**src/rtl/sipo_ctrl.sv**
```systemverilog
// Serial-in/parallel-out controller with an IDLE/SHIFT session FSM.
// Completed words go to a valid/ready output register, and a sticky overrun flag records dropped words.
module sipo_ctrl #(
  parameter int DATA_WIDTH = 8,
  parameter     DIRECTION  = "msb_first"
) (
  input  logic                  clk_i,
  input  logic                  a_rst_n_i,
  input  logic                  start_i,
  input  logic                  abort_i,
  input  logic                  bit_vld_i,
  input  logic                  data_i,
  output logic [DATA_WIDTH-1:0] data_o,
  output logic                  valid_o,
  input  logic                  ready_i,
  output logic                  busy_o,
  output logic                  overrun_o,
  input  logic                  clr_ovr_i
);

  localparam int              CNT_W     = $clog2(DATA_WIDTH + 1);
  localparam logic [CNT_W-1:0] CNT_LAST = CNT_W'(DATA_WIDTH - 1);
  localparam bit              MSB_FIRST = (DIRECTION == "msb_first");

  typedef enum logic {
    IDLE  = 1'b0,
    SHIFT = 1'b1
  } state_t;

  state_t                  state_q, state_d;
  logic [CNT_W-1:0]        cnt_q, cnt_d;
  logic [DATA_WIDTH-1:0]   buff_q, buff_d;
  logic [DATA_WIDTH-1:0]   buff_shift;
  logic [DATA_WIDTH-1:0]   word_p0, word_d;
  logic                    vld_p0, vld_d;
  logic                    ovr_q, ovr_d;
  logic                    shift_en;
  logic                    word_done;
  logic                    xfer;
  logic                    load;
  logic                    drop;

  function automatic logic [DATA_WIDTH-1:0] shift_in(
    input logic [DATA_WIDTH-1:0] buff,
    input logic                  bit_in
  );
    if (MSB_FIRST) shift_in = {buff[DATA_WIDTH-2:0], bit_in};
    else           shift_in = {bit_in, buff[DATA_WIDTH-1:1]};
  endfunction

  // abort has priority over a bit arriving in the same cycle, so a word
  // finishing on an abort cycle is never offered
  assign shift_en   = (state_q == SHIFT) && bit_vld_i && !abort_i;
  assign buff_shift = shift_in(buff_q, data_i);
  assign word_done  = shift_en && (cnt_q == CNT_LAST);
  assign xfer       = vld_p0 && ready_i;
  assign load       = word_done && (!vld_p0 || xfer);
  assign drop       = word_done && vld_p0 && !ready_i;

  always_comb begin
    state_d = state_q;
    cnt_d   = cnt_q;
    buff_d  = buff_q;
    unique case (state_q)
      IDLE: begin
        if (start_i && !abort_i) begin
          state_d = SHIFT;
          cnt_d   = '0;
          buff_d  = '0;
        end
      end
      SHIFT: begin
        if (abort_i) begin
          state_d = IDLE;
          cnt_d   = '0;
          buff_d  = '0;
        end else if (bit_vld_i) begin
          buff_d = buff_shift;
          cnt_d  = word_done ? '0 : cnt_q + CNT_W'(1);
        end
      end
      default: begin
        state_d = IDLE;
        cnt_d   = '0;
        buff_d  = '0;
      end
    endcase
  end

  // Output register: a new word is only taken when the slot is free or being emptied
  always_comb begin
    word_d = word_p0;
    vld_d  = vld_p0;
    if (load) begin
      word_d = buff_shift;
      vld_d  = 1'b1;
    end else if (xfer) begin
      vld_d  = 1'b0;
    end
  end

  always_comb begin
    ovr_d = ovr_q;
    if (drop)           ovr_d = 1'b1;
    else if (clr_ovr_i) ovr_d = 1'b0;
  end

  always_ff @(posedge clk_i or negedge a_rst_n_i) begin
    if (!a_rst_n_i) begin
      state_q <= IDLE;
      cnt_q   <= '0;
      buff_q  <= '0;
      word_p0 <= '0;
      vld_p0  <= 1'b0;
      ovr_q   <= 1'b0;
    end else begin
      state_q <= state_d;
      cnt_q   <= cnt_d;
      buff_q  <= buff_d;
      word_p0 <= word_d;
      vld_p0  <= vld_d;
      ovr_q   <= ovr_d;
    end
  end

  assign data_o    = word_p0;
  assign valid_o   = vld_p0;
  assign busy_o    = (state_q == SHIFT);
  assign overrun_o = ovr_q;

endmodule
```
**config.mk**
```make
export PLATFORM = sky130hd
export DESIGN_NAME = sipo_ctrl
export DESIGN_NICKNAME = d
export VERILOG_FILES = /design/src/rtl/sipo_ctrl.sv
export SDC_FILE = /design/constraint.sdc
export NUM_CORES = 1
export LEC_CHECK = 0
export BUFFER_PORTS_ARGS = -buffer_cell sky130_fd_sc_hd__buf_4
export CAP_MARGIN = 5
export CORE_UTILIZATION = 52
export DETAILED_ROUTE_END_ITERATION = 8
export HOLD_SLACK_MARGIN = 0.08
export PLACE_DENSITY = 0.77
export SYNTH_ARGS = -nofsm -noshare
export SYNTH_HDL_FRONTEND = slang
export SYNTH_SLANG_ARGS = --single-unit
```
**constraint.sdc**
```tcl
create_clock -name clk_i -period 1.7 [get_ports clk_i]
set_input_delay 0.085 -clock clk_i [delete_from_list [all_inputs] [get_ports clk_i]]
set_output_delay 0.085 -clock clk_i [all_outputs]
set_load 0.01 [all_outputs]
```
==> metrics.cfg, run 1 <==
[power]
power_density_mw_per_mm2 = 811.0
irDropWorstVdd_mv = 0.6122
p_leak_nw = 0.6338

[timing]
tns_ps = 0
fin_worst_skew_ps = 0.8908
rsz0062_at_grt = false
period_needed_ps = 1583
hold_slack_ps = 82.04
fmax_ghz = 0.6317
setup_viol = 0
slew_violations = 0
relSlewSlack = 0.7187
hold_viol = 0
worst_pin_slew_ps = 419.1
fin_crit_sh = 0.9311

[synthesis]
syn_inst = 87
synth_top_family_by_area = simple AND/OR/NAND/NOR gates
ys_types = 19
synth_mux_area_frac = 0.09290
synth_fp_nets = 96
yosys_warnings = 0
synth_compound_area_frac = 0.03742
synth_xor_area_frac = 0
ys_seq_area_frac = 0.5677
avgSynthCellArea_sq_um = 11.15
syn_area_sq_um = 969.7
synth_simple_gate_area_frac = 0.2619
synthAdderAreaFrac = 0.01290
synth_seq_cells = 22

[setup_path]
crit_path_end_kind = register
critPathSlowestCell = dfrtp_1
r2r-start = cnt_q[0]$_DFFE_PN0P_
worstSetupPathType = reg -> reg
critical_path_buf_inv_count = 1
r2r_cells = 5
r2r_setup_slack_ps = 120
path_delay_family = simple AND/OR/NAND/NOR gates
worstSetupStartpointType = register
cp.required_ps = 1910
r2r-end = data_o[0]$_DFFE_PN0P_
cpPeakStageDelay_ps = 400
worstPathMaxFanout = 8
arrival_ps = 1790
worstPathCellList = ha_1 > nand3b_1 > nor3b_4 > buf_12 > mux2_2

[finish]
multiInputGateArea_sq_um = 392.9
stdcell_area_sq_mm = 0.001266
final_cell_mix = 22 x dfrtp_1, 21 x buf_4, 12 x nand3_1, 12 x nand2_1
final_common_cell = dfrtp_1
fin_nets = 124
seq_area_sq_um = 550.5
drive_gt1_frac = 0.3333
area_delta_synth_final_pct = 30.58
nFillCells = 144
final_cells = 139
num_antenna_cells = 0

[route]
drt_iter0_drc = 14
post-route-drc-count = 0
drtPass1Iterations = 4
wl_um = 1900
ant_nets = 0
wl_per_cell_um = 13.67
vias_per_cell = 5.496
num_vias = 764

[die]
initial_core_util = 0.5556
fp.coreArea_sq_mm = 0.001745
fp.dieW_um = 45.18
die_y_um = 45.18
pin_count = 19
row_count = 15
die_area_sq_mm = 0.002041

[global_routing]
grt_antenna_before_repair = 0
grt_max_degree = 23
first_global_vias = 727
grt_util_met3 = 0.03200
overflow = 0
busiest_layer = met2
track_usage = 0.2165
met2_usage = 0.3681
grt_pass1_wl_um = 3084
grt_util_met1 = 0.2585

[place]
gp_congestion = 0.7197
place_hpwl_um = 1288
post-place-cells = 130
dpl_cell_area_sq_mm = 0.001164
port_buffers = 18

[hold_path]
hp-class = in -> reg
worstHoldStart = ready_i
hold_depth = 3
min_to = valid_o$_DFFE_PN0P_

[outcome]
status = complete, no violations

[cts]
clock_latency_ps = 310
clk_pin_slew_ps = 120
numCtsBuffers = 3
ctsResizeCount = 0
cts.sinks = 22
h-tree-depth = 1
cts_tree = built
root_buffer = clkbuf_4
cts_buffer_depth = 2
cts_setup_buffers = 0

[job]
max_cap_violations = 0

-- cells in the mapped netlist --
cell type / number / area (sq um)
nand4b_1: 8 / 70.07
ha_1: 1 / 12.51
nor3b_4: 1 / 18.77
nand3b_1: 2 / 15.01
o21ai_0: 1 / 5.000
inv_1: 3 / 11.26
nand2_1: 12 / 45.04
o22ai_1: 3 / 18.77
nor2_1: 3 / 11.26
nor2b_1: 1 / 6.260
nand3_1: 12 / 60.06
dfrtp_1: 22 / 550.5
or3b_2: 1 / 8.760
a22oi_1: 1 / 7.510
o21ai_1: 1 / 5.000
mux2_2: 8 / 90.09
nand2b_1: 1 / 6.260
clkbuf_1: 4 / 15.01
or2_2: 2 / 12.51
-- kinds of logic after synthesis --
logic type	Yosys count
DFF	22
buffers and inverters	7
muxes	8
AOI/OAI and AO/OA	6
adders and majority gates	1
and+or+nand+nor	43
-- layer usage --
metal,vias up,wire [um]
li1,363,-
met1,370,877
met2,27,907
met3,4,80
met4,0,34
met5,-,0
-- stage by stage --
| stage | setup WS [ps] | total power, mW | utilization |
|---|---|---|---|
| after floorplan | 157.3 | 0.5835 | - |
| after global placement | 143.9 | 0.6247 | 0.6667 |
| after detailed placement | 100.6 | 0.6266 | 0.6667 |
| after CTS | 86.90 | 1.031 | 0.7254 |
| after global routing | 15.21 | 1.056 | 0.7254 |
| final | 117.1 | 1.027 | 0.7254 |
-- flip-flops by register name (all words and copies together), names as in the netlist --
register,count
data_o,8
buff_q,7
cnt_q,4
busy_o,1
overrun_o,1
valid_o,1
-- how the worst max path moves through the flow --
stage | startpoint | endpoint | cells after the start
2_1_floorplan | cnt_q[0]$_DFFE_PN0P_ | data_o[0]$_DFFE_PN0P_ | 4
3_3_place_gp | cnt_q[0]$_DFFE_PN0P_ | data_o[1]$_DFFE_PN0P_ | 5
3_5_place_dp | cnt_q[0]$_DFFE_PN0P_ | data_o[0]$_DFFE_PN0P_ | 5
4_1_cts | cnt_q[0]$_DFFE_PN0P_ | data_o[0]$_DFFE_PN0P_ | 5
5_1_grt | cnt_q[0]$_DFFE_PN0P_ | data_o[1]$_DFFE_PN0P_ | 5
6_report | cnt_q[0]$_DFFE_PN0P_ | data_o[0]$_DFFE_PN0P_ | 5
-- worst reg2reg max path, stage by stage (launching register included) --
cell and delay [ps]:
dfrtp_1 400, ha_1 200, nand3b_1 170, nor3b_4 240, buf_12 150, mux2_2 330
-- final cells by class --
type / instances / area share
clock buffers: 3 / 0.01779
clock inverters: 1 / 0.02372
multi-input cells: 58 / 0.3103
flip-flops and latches: 22 / 0.4348
repair buffers: 27 / 0.1798
inverters: 3 / 0.008893
well taps: 25 / 0.02470
-- power by group --
part,internal (mW),switching (mW),leakage [nW]
Clock,0.238,0.162,0.0279
Combinational,0.0395,0.0478,0.301
Sequential,0.532,0.00712,0.305
-- what timing repair did --
item | CTS | global route
hold buffers | 5 | 0
setup endpoints to repair | 0 | 5
hold endpoints to repair | 26 | 0
(Power assumes the default switching activity.)
==> run 2, diff against run 1 <==
==> constraint.sdc (replaced) <==
create_clock -name clk_i -period 1.7 [get_ports clk_i]
set_input_delay 0.51 -clock clk_i [delete_from_list [all_inputs] [get_ports clk_i]]
set_output_delay 0.51 -clock clk_i [all_outputs]
set_load 0.01 [all_outputs]
==> metrics.cfg, run 2 (synthesis gave the netlist of run 1 again) <==
[setup_path]
r2r-end = data_o[5]$_DFFE_PN0P_
critical_path_buf_inv_count = 1
r2r-start = cnt_q[0]$_DFFE_PN0P_
worstPathMaxFanout = 8
cpPeakStageDelay_ps = 400
cp.required_ps = 1910
path_delay_family = simple AND/OR/NAND/NOR gates
crit_path_end_kind = register
r2r_setup_slack_ps = 80
critPathSlowestCell = dfrtp_1
arrival_ps = 1830
r2r_cells = 5
worstSetupPathType = reg -> reg
worstPathCellList = ha_1 > nand3b_1 > nor3b_4 > buf_12 > mux2_2
worstSetupStartpointType = register

[finish]
fin_nets = 124
final_cell_mix = 25 x buf_4, 22 x dfrtp_1, 12 x nand3_1, 12 x nand2_1
area_delta_synth_final_pct = 29.55
largest_reg_flops = 8
final_common_cell = buf_4
num_antenna_cells = 0
drive_gt1_frac = 0.3684

[timing]
fin_crit_sh = 0.9513
hold_slack_ps = 380.2
fmax_ghz = 0.6183
slew_violations = 0
setup_viol = 0
fin_worst_skew_ps = 3.963
tns_ps = 0
period_needed_ps = 1617
relSlewSlack = 0.8181
rsz0062_at_grt = false
hold_viol = 0
worst_pin_slew_ps = 272.8

[global_routing]
track_usage = 0.2267
grt_max_degree = 23
overflow = 0
first_global_vias = 719
grt_antenna_before_repair = 0
grt_pass1_wl_um = 3187

[cts]
cts.sinks = 22
clk_pin_slew_ps = 130
h-tree-depth = 1
cts_setup_buffers = 0
clock_latency_ps = 310
root_buffer = clkbuf_4
cts_buffer_depth = 2
numCtsBuffers = 3
cts_tree = built

[power]
finalPower_mw = 1.026
power_density_mw_per_mm2 = 816.4
irDropWorstVdd_mv = 0.5442
p_leak_nw = 0.6336

[outcome]
status = complete, no violations

[route]
post-route-drc-count = 0
wl_um = 1955
drtPass1Iterations = 4
vias_per_cell = 5.403
ant_nets = 0
wl_per_cell_um = 14.06
num_vias = 751
drt_iter0_drc = 21

[hold_path]
min_to = overrun_o$_DFFE_PN0P_
worstHoldStart = clr_ovr_i
hold_depth = 2
hp-class = in -> reg

[die]
die_y_um = 45.18
row_count = 15
fp.coreArea_sq_mm = 0.001745
initial_core_util = 0.5556
pin_count = 19
fp.dieW_um = 45.18
die_area_sq_mm = 0.002041

[place]
place_hpwl_um = 1338
gp_congestion = 0.7860
port_buffers = 18

[job]
max_cap_violations = 0

[run 2: cell types whose count changed in the layout (fill, tap and decap cells not counted), sizes merged]
cell | previous run | this run
buf | 22 | 26
dlygate4sd3 | 5 | 1
[run 2: per-layer routing]
metal | routed length, um | share of wire | track usage
met5 | 0 | 0 | 0
met4 | 24 | 0.012 | 0.1273
met3 | 132 | 0.068 | 0.05600
met2 | 976 | 0.50 | 0.3536
met1 | 822 | 0.42 | 0.2872
[run 2: power breakdown]
part           switching [mW]  internal (mW)
clock network           0.166          0.238
registers             0.00756          0.532
logic                  0.0461         0.0363
[run 2: how the worst max path moves through the flow]
stage / startpoint / to / slack (ps) / depth (start not counted)
after floorplan: abort_i / data_o[0]$_DFFE_PN0P_ / 150 / 3
after global placement: abort_i / data_o[1]$_DFFE_PN0P_ / 50 / 5
after detailed placement: abort_i / data_o[5]$_DFFE_PN0P_ / 9 / 5
after CTS: cnt_q[0]$_DFFE_PN0P_ / data_o[5]$_DFFE_PN0P_ / 70 / 5
after global routing: cnt_q[0]$_DFFE_PN0P_ / data_o[0]$_DFFE_PN0P_ / 10 / 5
final: cnt_q[0]$_DFFE_PN0P_ / data_o[5]$_DFFE_PN0P_ / 80 / 5
[run 2: per-stage QoR]
step	util	instance area, sq um	cells	setup WS, ps
after detailed placement	0.6839	1194	134	8.692
final	0.7197	1256	139	82.77
after floorplan	-	969.7	87	145.0
after global placement	0.6839	1194	134	48.06
after CTS	0.7197	1256	139	74.48
after global routing	0.7197	1256	139	10.14
[run 2: area by class of cell]
cell class              count  area (sq um)
flip-flops and latches     22         550.5
fillers                   132         489.2
multi-input cells          58         392.9
repair buffers             27         217.7
well taps                  25         31.28
clock inverters             1         30.03
clock buffers               3         22.52
inverters                   3         11.26
[run 2: what timing repair did]
item | in CTS | in global routing
gates resized for setup | 0 | 0
setup endpoints to repair | 0 | 0
endpoints found under the hold margin | 22 | 0
hold buffers | 1 | 0
==> run 3, diff against run 2 <==
--- a/config.mk
+++ b/config.mk
@@ -7,10 +7,10 @@
 export LEC_CHECK = 0
 export BUFFER_PORTS_ARGS = -buffer_cell sky130_fd_sc_hd__buf_4
 export CAP_MARGIN = 5
-export CORE_UTILIZATION = 52
+export CORE_UTILIZATION = 48
 export DETAILED_ROUTE_END_ITERATION = 8
 export HOLD_SLACK_MARGIN = 0.08
-export PLACE_DENSITY = 0.77
+export PLACE_DENSITY = 0.72
 export SYNTH_ARGS = -nofsm -noshare
 export SYNTH_HDL_FRONTEND = slang
 export SYNTH_SLANG_ARGS = --single-unit
==> metrics.cfg, run 3 (synthesis gave the netlist of run 1 again) <==
[outcome]
status = complete, no violations

[finish]
final_common_cell = buf_4
drive_gt1_frac = 0.3739
fin_nets = 125
nFillCells = 135
final_cell_mix = 26 x buf_4, 22 x dfrtp_1, 12 x nand3_1, 12 x nand2_1
area_delta_synth_final_pct = 30.32
stdcell_area_sq_mm = 0.001264
largest_reg_flops = 8
final_cells = 140
num_antenna_cells = 0

[die]
die_area_sq_mm = 0.002204
fp.dieW_um = 46.95
row_count = 15
fp.coreArea_sq_mm = 0.001802
initial_core_util = 0.5382
die_y_um = 46.95
pin_count = 19

[setup_path]
critPathSlowestCell = dfrtp_1
worstPathMaxFanout = 8
arrival_ps = 1840
cpPeakStageDelay_ps = 410
worstSetupPathType = reg -> reg
cp.required_ps = 1910
worstPathCellList = ha_1 > nand3b_1 > nor3b_4 > buf_12 > mux2_2
worstSetupStartpointType = register
r2r_setup_slack_ps = 70
r2r_cells = 5
path_delay_family = simple AND/OR/NAND/NOR gates
critPathLaunch = cnt_q[0]$_DFFE_PN0P_
r2r-start = cnt_q[0]$_DFFE_PN0P_
cp_num_cells = 5
critical_path_buf_inv_count = 1
crit_path_end_kind = register
r2r-end = data_o[3]$_DFFE_PN0P_

[cts]
root_buffer = clkbuf_4
numCtsBuffers = 3
clk_pin_slew_ps = 130
clock_latency_ps = 310
cts_tree = built
h-tree-depth = 1
cts_buffer_depth = 2
cts.sinks = 22

[timing]
slew_violations = 0
setup_slack_ps = 65.42
fin_worst_skew_ps = 0.9166
worst_pin_slew_ps = 271.3
fin_crit_sh = 0.9615
hold_viol = 0
period_needed_ps = 1635
relSlewSlack = 0.8191
setup_viol = 0
fmax_ghz = 0.6118
rsz0062_at_grt = false
tns_ps = 0

[power]
p_leak_nw = 0.6381
irDropWorstVdd_mv = 0.5780
finalPower_mw = 1.027
power_density_mw_per_mm2 = 812.5

[route]
post-route-drc-count = 0
drt_iter0_drc = 20
wl_per_cell_um = 13.49
ant_nets = 0
drtPass1Iterations = 4
num_vias = 784
wl_um = 1888
vias_per_cell = 5.600

[place]
port_buffers = 18
gp_congestion = 0.7744
dp_slack_ps = 8.148
dpl_cell_area_sq_mm = 0.001194
place_hpwl_um = 1324
post-place-cells = 134

[global_routing]
first_global_vias = 709
grt_pass1_wl_um = 3118
grt_max_degree = 23
grt_antenna_before_repair = 0
track_usage = 0.2036
overflow = 0

[hold_path]
hp-class = in -> reg
min_to = busy_o$_DFF_PN0_
worstHoldStart = abort_i
hold_depth = 2

[job]
max_cap_violations = 0

==> run 3: changes by cell type in the layout (fill, tap and decap cells not counted) <==
| cell | previous run | this run |
|---|---|---|
| buf_4 | 25 | 26 |
==> run 3: worst reg2reg max path: stages, from the launching register on <==
cell and delay (ps):
dfrtp_1 410, ha_1 210, nand3b_1 170, nor3b_4 260, buf_12 150, mux2_2 330
==> run 3: worst max-delay path by stage <==
stage	end
floorplan	data_o[0]$_DFFE_PN0P_
global placement	data_o[3]$_DFFE_PN0P_
detailed placement	data_o[3]$_DFFE_PN0P_
CTS	data_o[3]$_DFFE_PN0P_
global route	data_o[0]$_DFFE_PN0P_
finish	data_o[3]$_DFFE_PN0P_
==> run 3: metal layers <==
metal  part of all wire  vias up  track usage
met2               0.49       30       0.3278
li1                   -      362            -
met1               0.44      388       0.2754
met4              0.015        0      0.09143
met5                  0        -            0
met3              0.057        4      0.02692
==> run 3: power by group <==
group / internal [mW] / switching (mW)
Clock: 0.238 / 0.165
Sequential: 0.532 / 0.00818
Combinational: 0.0382 / 0.0457
Total: 0.808 / 0.219
==> run 3: repair_timing <==
item | 4_1_cts | 5_1_grt
hold buffers | 1 | 0
setup endpoints to repair | 0 | 1
hold endpoints to repair | 22 | 0
buffers inserted | 0 | 1
gates resized for setup | 0 | 0
==> run 3: stage by stage <==
step	util	hold WS [ps]
global placement	0.6625	410.5
finish	0.7014	355.2
floorplan	-	214.4
detailed placement	0.6625	412.5
global route	0.7014	355.7
CTS	0.6972	351.5
==> run 3: cell type report <==
cell class	count	area, sq um	share of cell area
Clock buffer	3	22.52	0.01782
Clock inverter	1	30.03	0.02376
Inverter	3	11.26	0.008911
Multi-Input combinational cell	58	392.9	0.3109
Sequential cell	22	550.5	0.4356
Tap cell	25	31.28	0.02475
Timing Repair Buffer	28	225.2	0.1782
